$ cat config.mk
export PLATFORM = sky130hd
export DESIGN_NAME = muon_decay_sequencer_flat
export DESIGN_NICKNAME = d
export VERILOG_FILES = /design/src/rtl/muon_pkg.sv /design/src/rtl/muon_decay_sequencer_if.sv /design/src/rtl/holdoff_timer.sv /design/src/rtl/muon_decay_sequencer.sv /design/src/flat_wrapper.sv
export SDC_FILE = /design/constraint.sdc
export NUM_CORES = 1
export LEC_CHECK = 0
export ABC_CLOCK_PERIOD_IN_PS = 4000
export CORE_MARGIN = 5
export CORE_UTILIZATION = 40
export CTS_CLUSTER_SIZE = 24
export DETAILED_ROUTE_END_ITERATION = 8
export GPL_ROUTABILITY_DRIVEN = 0
export HOLD_SLACK_MARGIN = 0.02
export PLACE_DENSITY_LB_ADDON = 0.12
export SETUP_SLACK_MARGIN = 0.15
export SYNTH_ARGS = -nofsm -noshare
export SYNTH_HDL_FRONTEND = slang
export SYNTH_SLANG_ARGS = --single-unit
$ cat constraint.sdc
create_clock -name clk -period 4 [get_ports clk]
set_clock_uncertainty 0.2 [all_clocks]
set_input_delay 1.2 -clock clk [delete_from_list [all_inputs] [get_ports clk]]
set_output_delay 1.2 -clock clk [all_outputs]
set_load 0.01 [all_outputs]
$ cat src/rtl/muon_pkg.sv
// muon_pkg: shared state encoding, clock rate and saturating-count helper for muon timing blocks
package muon_pkg;
  localparam logic [1:0] ST_IDLE    = 2'd0;
  localparam logic [1:0] ST_TIMING  = 2'd1;
  localparam logic [1:0] ST_REPORT  = 2'd2;
  localparam logic [1:0] ST_HOLDOFF = 2'd3;
  localparam int CLK_HZ = 100_000_000;
  localparam int TIME_W_DEF = 16;
  function automatic logic [15:0] sat_inc(input logic [15:0] c);
    return c + {15'd0, ~&c};
  endfunction
endpackage

$ cat src/rtl/muon_decay_sequencer_if.sv
// muon_decay_sequencer_if: valid/ready result stream carrying the measured interval
interface muon_decay_sequencer_if #(parameter int TIME_W = 16);
  logic              result_valid;
  logic              result_ready;
  logic [TIME_W-1:0] result_time;
  modport master (output result_valid, result_time, input result_ready);
  modport slave  (input result_valid, result_time, output result_ready);
endinterface

$ cat src/rtl/holdoff_timer.sv
// holdoff_timer: loadable down-counter; done flags the last cycle of the loaded dwell
module holdoff_timer #(
  parameter int W = 4
) (
  input  logic         clk,
  input  logic         rst,
  input  logic         load,
  input  logic         count,
  input  logic [W-1:0] value,
  output logic         done
);
  logic [W-1:0] cnt;
  always_ff @(posedge clk or posedge rst)
    if (rst) cnt <= '0;
    else     cnt <= load ? value : (count && cnt != '0) ? cnt - 1'b1 : cnt;
  assign done = cnt == W'(1);
endmodule

$ cat src/rtl/muon_decay_sequencer.sv
// muon_decay_sequencer: times muon stop-to-decay gaps, streams the interval out, then holds off
module muon_decay_sequencer
  import muon_pkg::*;
#(
  parameter int          WINDOW_CYCLES  = 2000,
  parameter int          HOLDOFF_CYCLES = 10,
  parameter int          TIME_W         = TIME_W_DEF,
  parameter logic [15:0] COUNT_INIT     = 16'd0
) (
  input  logic                   clk,
  input  logic                   rst,
  input  logic                   start_event,
  input  logic                   stop_event,
  muon_decay_sequencer_if.master res,
  output logic                   busy,
  output logic                   enable_A,
  output logic                   enable_B,
  output logic [15:0]            event_count,
  output logic [15:0]            timeout_count
);
  localparam int HW = $clog2(HOLDOFF_CYCLES + 1);
  logic [1:0]        state;
  logic [TIME_W-1:0] timer;
  logic [TIME_W-1:0] result_time;
  logic              at_window;
  logic              hold_load;
  logic              hold_done;
  assign at_window = timer == TIME_W'(WINDOW_CYCLES);
  // holdoff starts on either a timeout or a completed handshake
  assign hold_load = (state == ST_TIMING && !stop_event && at_window) ||
                     (state == ST_REPORT && res.result_ready);
  holdoff_timer #(.W(HW)) u_holdoff (
    .clk   (clk),
    .rst   (rst),
    .load  (hold_load),
    .count (state == ST_HOLDOFF),
    .value (HW'(HOLDOFF_CYCLES)),
    .done  (hold_done)
  );
  always_ff @(posedge clk or posedge rst)
    if (rst) begin
      state         <= ST_IDLE;
      timer         <= '0;
      result_time   <= '0;
      event_count   <= COUNT_INIT;
      timeout_count <= COUNT_INIT;
    end else begin
      case (state)
        ST_IDLE:
          if (start_event) begin
            state <= ST_TIMING;
            timer <= TIME_W'(1);
          end
        ST_TIMING:
          if (stop_event) begin
            result_time <= timer;
            event_count <= sat_inc(event_count);
            state       <= ST_REPORT;
          end else if (at_window) begin
            timeout_count <= sat_inc(timeout_count);
            state         <= ST_HOLDOFF;
          end else timer <= timer + 1'b1;
        ST_REPORT:
          if (res.result_ready) state <= ST_HOLDOFF;
        default:
          if (hold_done) state <= ST_IDLE;
      endcase
    end
  assign res.result_valid = state == ST_REPORT;
  assign res.result_time  = result_time;
  assign busy             = state != ST_IDLE;
  assign enable_A         = state == ST_IDLE;
  assign enable_B         = state == ST_TIMING;
endmodule

$ cat src/flat_wrapper.sv
// flat-port wrapper written by rule: the top's interface ports become plain ports
module muon_decay_sequencer_flat import muon_pkg::*;
#(
  parameter int          WINDOW_CYCLES  = 2000,
  parameter int          HOLDOFF_CYCLES = 10,
  parameter int          TIME_W         = TIME_W_DEF,
  parameter logic [15:0] COUNT_INIT     = 16'd0
)
  (clk, rst, start_event, stop_event, busy, enable_A, enable_B, event_count, timeout_count, res_result_valid, res_result_time, res_result_ready);
  muon_decay_sequencer_if #(.TIME_W(TIME_W)) res_i ();
  input  logic clk;
  input  logic rst;
  input  logic start_event;
  input  logic stop_event;
  output logic busy;
  output logic enable_A;
  output logic enable_B;
  output logic [15:0] event_count;
  output logic [15:0] timeout_count;
  output wire logic [$bits(res_i.result_valid)-1:0] res_result_valid;
  output wire logic [$bits(res_i.result_time)-1:0] res_result_time;
  input wire logic [$bits(res_i.result_ready)-1:0] res_result_ready;
  assign res_result_valid = res_i.result_valid;
  assign res_result_time = res_i.result_time;
  assign res_i.result_ready = res_result_ready;
  muon_decay_sequencer #(.WINDOW_CYCLES(WINDOW_CYCLES), .HOLDOFF_CYCLES(HOLDOFF_CYCLES), .TIME_W(TIME_W), .COUNT_INIT(COUNT_INIT)) u_core (.clk(clk), .rst(rst), .start_event(start_event), .stop_event(stop_event), .res(res_i), .busy(busy), .enable_A(enable_A), .enable_B(enable_B), .event_count(event_count), .timeout_count(timeout_count));
endmodule
---- Word level (Yosys, flattened, before mapping) ----
Index checks and enable logic that the tools add are counted.
word-level totals
  bits in registers ....................... 70
  latch bits .............................. 0
  memory bits (writable) .................. 0
  memory bits (read-only) ................. 0
  bits of input ports ..................... 5
  memories ................................ 0
operators by class
  add/sub/neg operators ................... 4
  $mul .................................... 0
  divide/modulo/power cells ............... 0
  magnitude comparators ................... 0
  equal/unequal tests ..................... 10
  shifts and indexed selects .............. 0
  mux-type cells .......................... 12
  bitwise logic cells ..................... 1
  reduce and logical (&&, ||, !) cells .... 20
operators with widths
  operator               count
  $mux 16                3
  $add 16x1->16          2
  $pmux 16 s2            1
  $reduce_and 16->1      2
  $add 16x1->16 const B  1
  $eq 16x11->1 const B   1
  $mux 2                 5
  $mux 4                 2
  $reduce_and 4->1       2
  $reduce_bool 4->1      2
  $ne 2x2->1 const B     3
  $pmux 2 s3             1
  $reduce_bool 2->1      3
  $eq 2x2->1 const B     2
  $eq 4x1->1 const B     1
  $logic_and 1x1->1      4
  $sub 4x1->4 const B    1
  $logic_not 1->1        3
  $ne 3x2->1 const B     1
  $reduce_and 3->1       1
  $eq 2x1->1 const B     1
  $logic_not 2->1        1
  $ne 2x1->1 const B     1
  $reduce_and 2->1       1
  other kinds (2)        2

---- Logic depth before layout (Yosys ltp) ----
  depth after elaboration ................. 5
  mapped depth ............................ 10
  mapped depth without buffers ............ 10

---- By module ----
A second synthesis with hierarchy kept.
unflattened totals
  cells, all modules ...................... 374
  area, all modules ....................... 3693.5 um^2
modules (own cells, without submodules)
  module                times used  cells each  area each (um^2)  seq. area each (um^2)
  muon_decay_sequencer  1           344         3407.0            1651.6
  holdoff_timer         1           30          286.5             100.1

---- Worst setup path after synthesis ----
Ideal clock, no wire load.
  path type ............................... input to register
  from .................................... input stop_event
  to ...................................... register u_core.event_count[15]
  library setup time ...................... 0.079 ns
  arrival time ............................ 2.192 ns
  required time ........................... 3.721 ns
  path slack .............................. 1.529 ns
  stages .................................. 5
  buffers on the path ..................... 0
  path through ............................ and2_1 > nand4_1 > or3_1 > nor2_1 > xor2_1
between the ends
  longest elaborated chain between the ends .. 1
ends and longest elaborated chain
  item                        RTL line                    text
  from (decl)                 flat_wrapper.sv:14          input logic stop_event;
  $reduce_and 2->1 (no line)  --
  to (signal assigned)        muon_decay_sequencer.sv:57  event_count <= sat_inc(event_count);
  to (decl)                   muon_decay_sequencer.sv:18  output logic [15:0] event_count,
No other way between the ends.
A chain may end at the register's enable or synchronous reset.

---- Worst setup path in the final report ----
  from .................................... register u_core.state[1]
  to ...................................... output enable_B
between the ends
  longest elaborated chain between the ends .. 1
ends and longest elaborated chain
  item                    RTL line                    text
  from (decl)             muon_decay_sequencer.sv:22  logic [1:0] state;
  from (signal assigned)  muon_decay_sequencer.sv:42  state <= ST_IDLE;
  from (signal assigned)  muon_decay_sequencer.sv:51  state <= ST_TIMING;
  from (signal assigned)  muon_decay_sequencer.sv:58  state <= ST_REPORT;
  $eq 2x1->1              muon_decay_sequencer.sv:73  assign enable_B = state == ST_TIMING;
  to (decl)               flat_wrapper.sv:17          output logic enable_B;
No other way between the ends.

==> key figures <==
Outcome
  – Outcome: finished clean

Setup path
  – Data required time of the worst path: roughly 2600 ps
  – Crit path launch type: register
  – CP max FO: 13
  – Setup CP Type: reg -> out
  – Category of the worst setup path capture point: output port
  – CP Data Arrival Time: 1940 ps

Timing
  – F_max: around 300 MHz
  – Number of failing setup endpoints in the final timing report: 0
  – Aggregate negative setup slack: 0 ps
  – Slew at the pin with the worst max-slew slack: ~680 ps
  – Final worst path period share: approximately 83%
  – Unrepaired setup endpoints after global routing: no
  – Final Hold Viols: 0
  – Number of pins with negative max-slew slack in the final report: 0
  – Max-Slew Margin vs Limit: a little over half
  – Final period demand of the worst path: approximately 3300 ps

Place
  – Cells after DPL: about 460
  – Estimated wirelength of the detail-placed design: approximately 5 mm
  – Port-buffer cells: 56

Yosys
  – Syn_area_per_cell: ~11 µm²
  – Distinct cell type count of the synthesized netlist: between 40 and 50
  – Sequential share of the synthesized area: roughly half
  – Synth warnings: 0
  – Most instantiated cells after synthesis: 70 x sky130_fd_sc_hd__dfrtp_1, 27 x sky130_fd_sc_hd__nand2_1, 25 x sky130_fd_sc_hd__xnor2_1
  – Most area-hungry cell type in the Yosys netlist: sky130_fd_sc_hd__dfrtp_1
  – Total nets after synthesis: around 320
  – Top-area cell type share of the netlist area: roughly half
  – Most used flip-flop cell after synthesis: sky130_fd_sc_hd__dfrtp_1
  – Biggest area contributors in the synthesized netlist: sky130_fd_sc_hd__dfrtp_1 52%, sky130_fd_sc_hd__xnor2_1 6.5%, sky130_fd_sc_hd__mux2_2 6.3%
  – Netlist area before placement: 3370 µm²
  – Flip-flop and latch count after synthesis: 70
  – Count leader, synth: sky130_fd_sc_hd__dfrtp_1
  – Fraction of registers with async set or reset after synthesis: 100%
  – EDFF count, synth: 0
  – Syn Inst Count: about 310

Routing
  – Number of design rule violations left after detail routing: 0
  – Routed length per instance: 14.5 µm
  – Via count: about 2,500
  – DR vias/cell: slightly above 5
  – Count of routing violations after the opening detailed-route iteration: approximately 120
  – Antenna-violating nets left: 0
  – Post-Route WL: 6.98 mm
  – Iteration count of the initial detailed-routing pass: 4

Floorplan
  – Die extent in y: 102 µm
  – Count of standard-cell rows: 33
  – Die outline area: approximately 10,000 µm²
  – Horizontal die dimension: between 100 and 150 µm
  – Number of top-level pins: 57
  – Core footprint: between 8000 and 9000 µm²
  – Initial core utilization: around two fifths

Global routing
  – Wire length of the first global-routing pass: 12.0 mm
  – Vias in the first global route: 2,460
  – Overall track demand over capacity in global routing: 14.6%
  – Number of antenna violations at the first check in global routing: 0
  – Total congestion overflow after global routing: 0
  – Maximum number of pins on one net before global-route repair: 71

Clock network
  – # H-tree levels: 3
  – Number of buffers created by CTS: 9
  – Setup fix buffers added after clock tree synthesis: 0
  – Clock edge transition at the registers on the reported setup and hold paths: roughly 70 ps
  – # resized after CTS: 0
  – Clock Path Buffers: 2
  – Cell chosen for the clock root: sky130_fd_sc_hd__clkbuf_8
  – TritonCTS clock tree: done
  – Sinks on Clock Net: 70
  – Post-CTS Hold Buffers: 0
  – Clk_lat worst skew: ~330 ps

Finish
  – N_diodes: 0
  – Final Net Count: around 390
  – Fill count: about 740
  – Finished Layout Cells: between 400 and 500
  – Area Growth Syn to Fin: 26.0%
  – Share of layout cells above drive strength 1: about an eighth

Pwr
  – Worst-case vdd ir drop: ~330 µV
  – Power density over the cells: just under 500 nW/µm²
  – Static leakage: ~0.0019 µW

Worst hold path
  – Class of the most critical hold timing path: reg -> reg

Flow run
  – Max cap viols: 0
==> kinds of logic (layout without fill, tap and decap cells) <==
group / Yosys count / count (layout) / synth area share [%]
compound gates: 40 / 40 / 7.61
xor+xnor: 31 / 31 / 8.06
fa+ha+maj: 12 / 12 / 4.46
buf+inv: 21 / 89 / 2.60
flops: 70 / 70 / 52.0
mux: 23 / 23 / 7.65
simple gates: 110 / 110 / 17.6
==> worst paths after layout <==
kind	cells after the start	startpoint	endpoint	slack [ps]
min	1	u_core.event_count[8]$_DFFE_PP0P_	u_core.event_count[8]$_DFFE_PP0P_	290
max in group asynchronous	3	rst	u_core.res.result_time[8]$_DFFE_PP0P_	2240
max	3	u_core.state[1]$_DFFE_PP0P_	enable_B	660
min in group asynchronous	3	rst	u_core.event_count[8]$_DFFE_PP0P_	1050
min reg2reg	1	u_core.event_count[8]$_DFFE_PP0P_	u_core.event_count[8]$_DFFE_PP0P_	290
max reg2reg	7	u_core.state[1]$_DFFE_PP0P_	u_core.timer[5]$_DFFE_PP0P_	1340
==> metal layers <==
metal,wire length (µm),vias up,global-route usage (%)
li1,-,1218,-
met1,3490,1210,21.2
met2,3080,53,21.6
met3,329,6,3.10
met4,77,0,5.52
met5,0,-,0
==> worst max-delay path, stage by stage (launching register included) <==
cell                              delay, ps
sky130_fd_sc_hd__dfrtp_1                410
sky130_fd_sc_hd__inv_1                   90
sky130_fd_sc_hd__ha_1                   450
sky130_fd_sc_hd__clkdlybuf4s50_1        650
==> cell type report <==
class | count | area (µm²) | area share (%)
timing repair buffer | 59 | 596 | 14.0
sequential | 70 | 1750 | 41.2
tap | 105 | 131 | 3.09
clock buffer | 11 | 151 | 3.57
clock inverter | 5 | 33.8 | 0.796
inverter | 14 | 52.6 | 1.24
multi-input combinational | 216 | 1530 | 36.0
==> metrics by stage <==
step	hold slack (ps)	instance area [µm²]	util [%]	worst slack, ps	total power, µW
6_report	289	4250	51.7	663	2080
3_5_place_dp	277	4060	49.4	694	1580
2_1_floorplan	279	3370	-	832	1320
5_1_grt	299	4250	51.7	563	2230
4_1_cts	292	4250	51.7	625	2120
3_3_place_gp	277	4060	49.4	781	1570
==> cell usage in the layout, fill, tap and decap left out, types with 8 or more instances in the layout <==
master                             n
sky130_fd_sc_hd__dfrtp_1          70
sky130_fd_sc_hd__clkdlybuf4s50_1  56
sky130_fd_sc_hd__nand2_1          27
sky130_fd_sc_hd__xnor2_1          25
sky130_fd_sc_hd__nor2_1           19
sky130_fd_sc_hd__mux2_2           19
sky130_fd_sc_hd__nand3_1          17
sky130_fd_sc_hd__nand4_1          13
sky130_fd_sc_hd__inv_1            13
sky130_fd_sc_hd__ha_1             12
sky130_fd_sc_hd__clkbuf_8         11
sky130_fd_sc_hd__o21ai_0          10
sky130_fd_sc_hd__and3_1            8
==> sequential cells by signal, indices dropped and copies added (netlist names) <==
signal and cells:
u_core.timer 16, u_core.event_count 16, u_core.u_holdoff.cnt 4, u_core.res.result_time 16, u_core.timeout_count 16, u_core.state 2
==> power by group <==
part / total [µW] / switching [µW] / internal, µW
clock network: 519 / 261 / 258
registers: 906 / 107 / 799
logic: 657 / 334 / 322
total: 2080 / 703 / 1380
No activity file was read; power rests on OpenSTA's default activity.
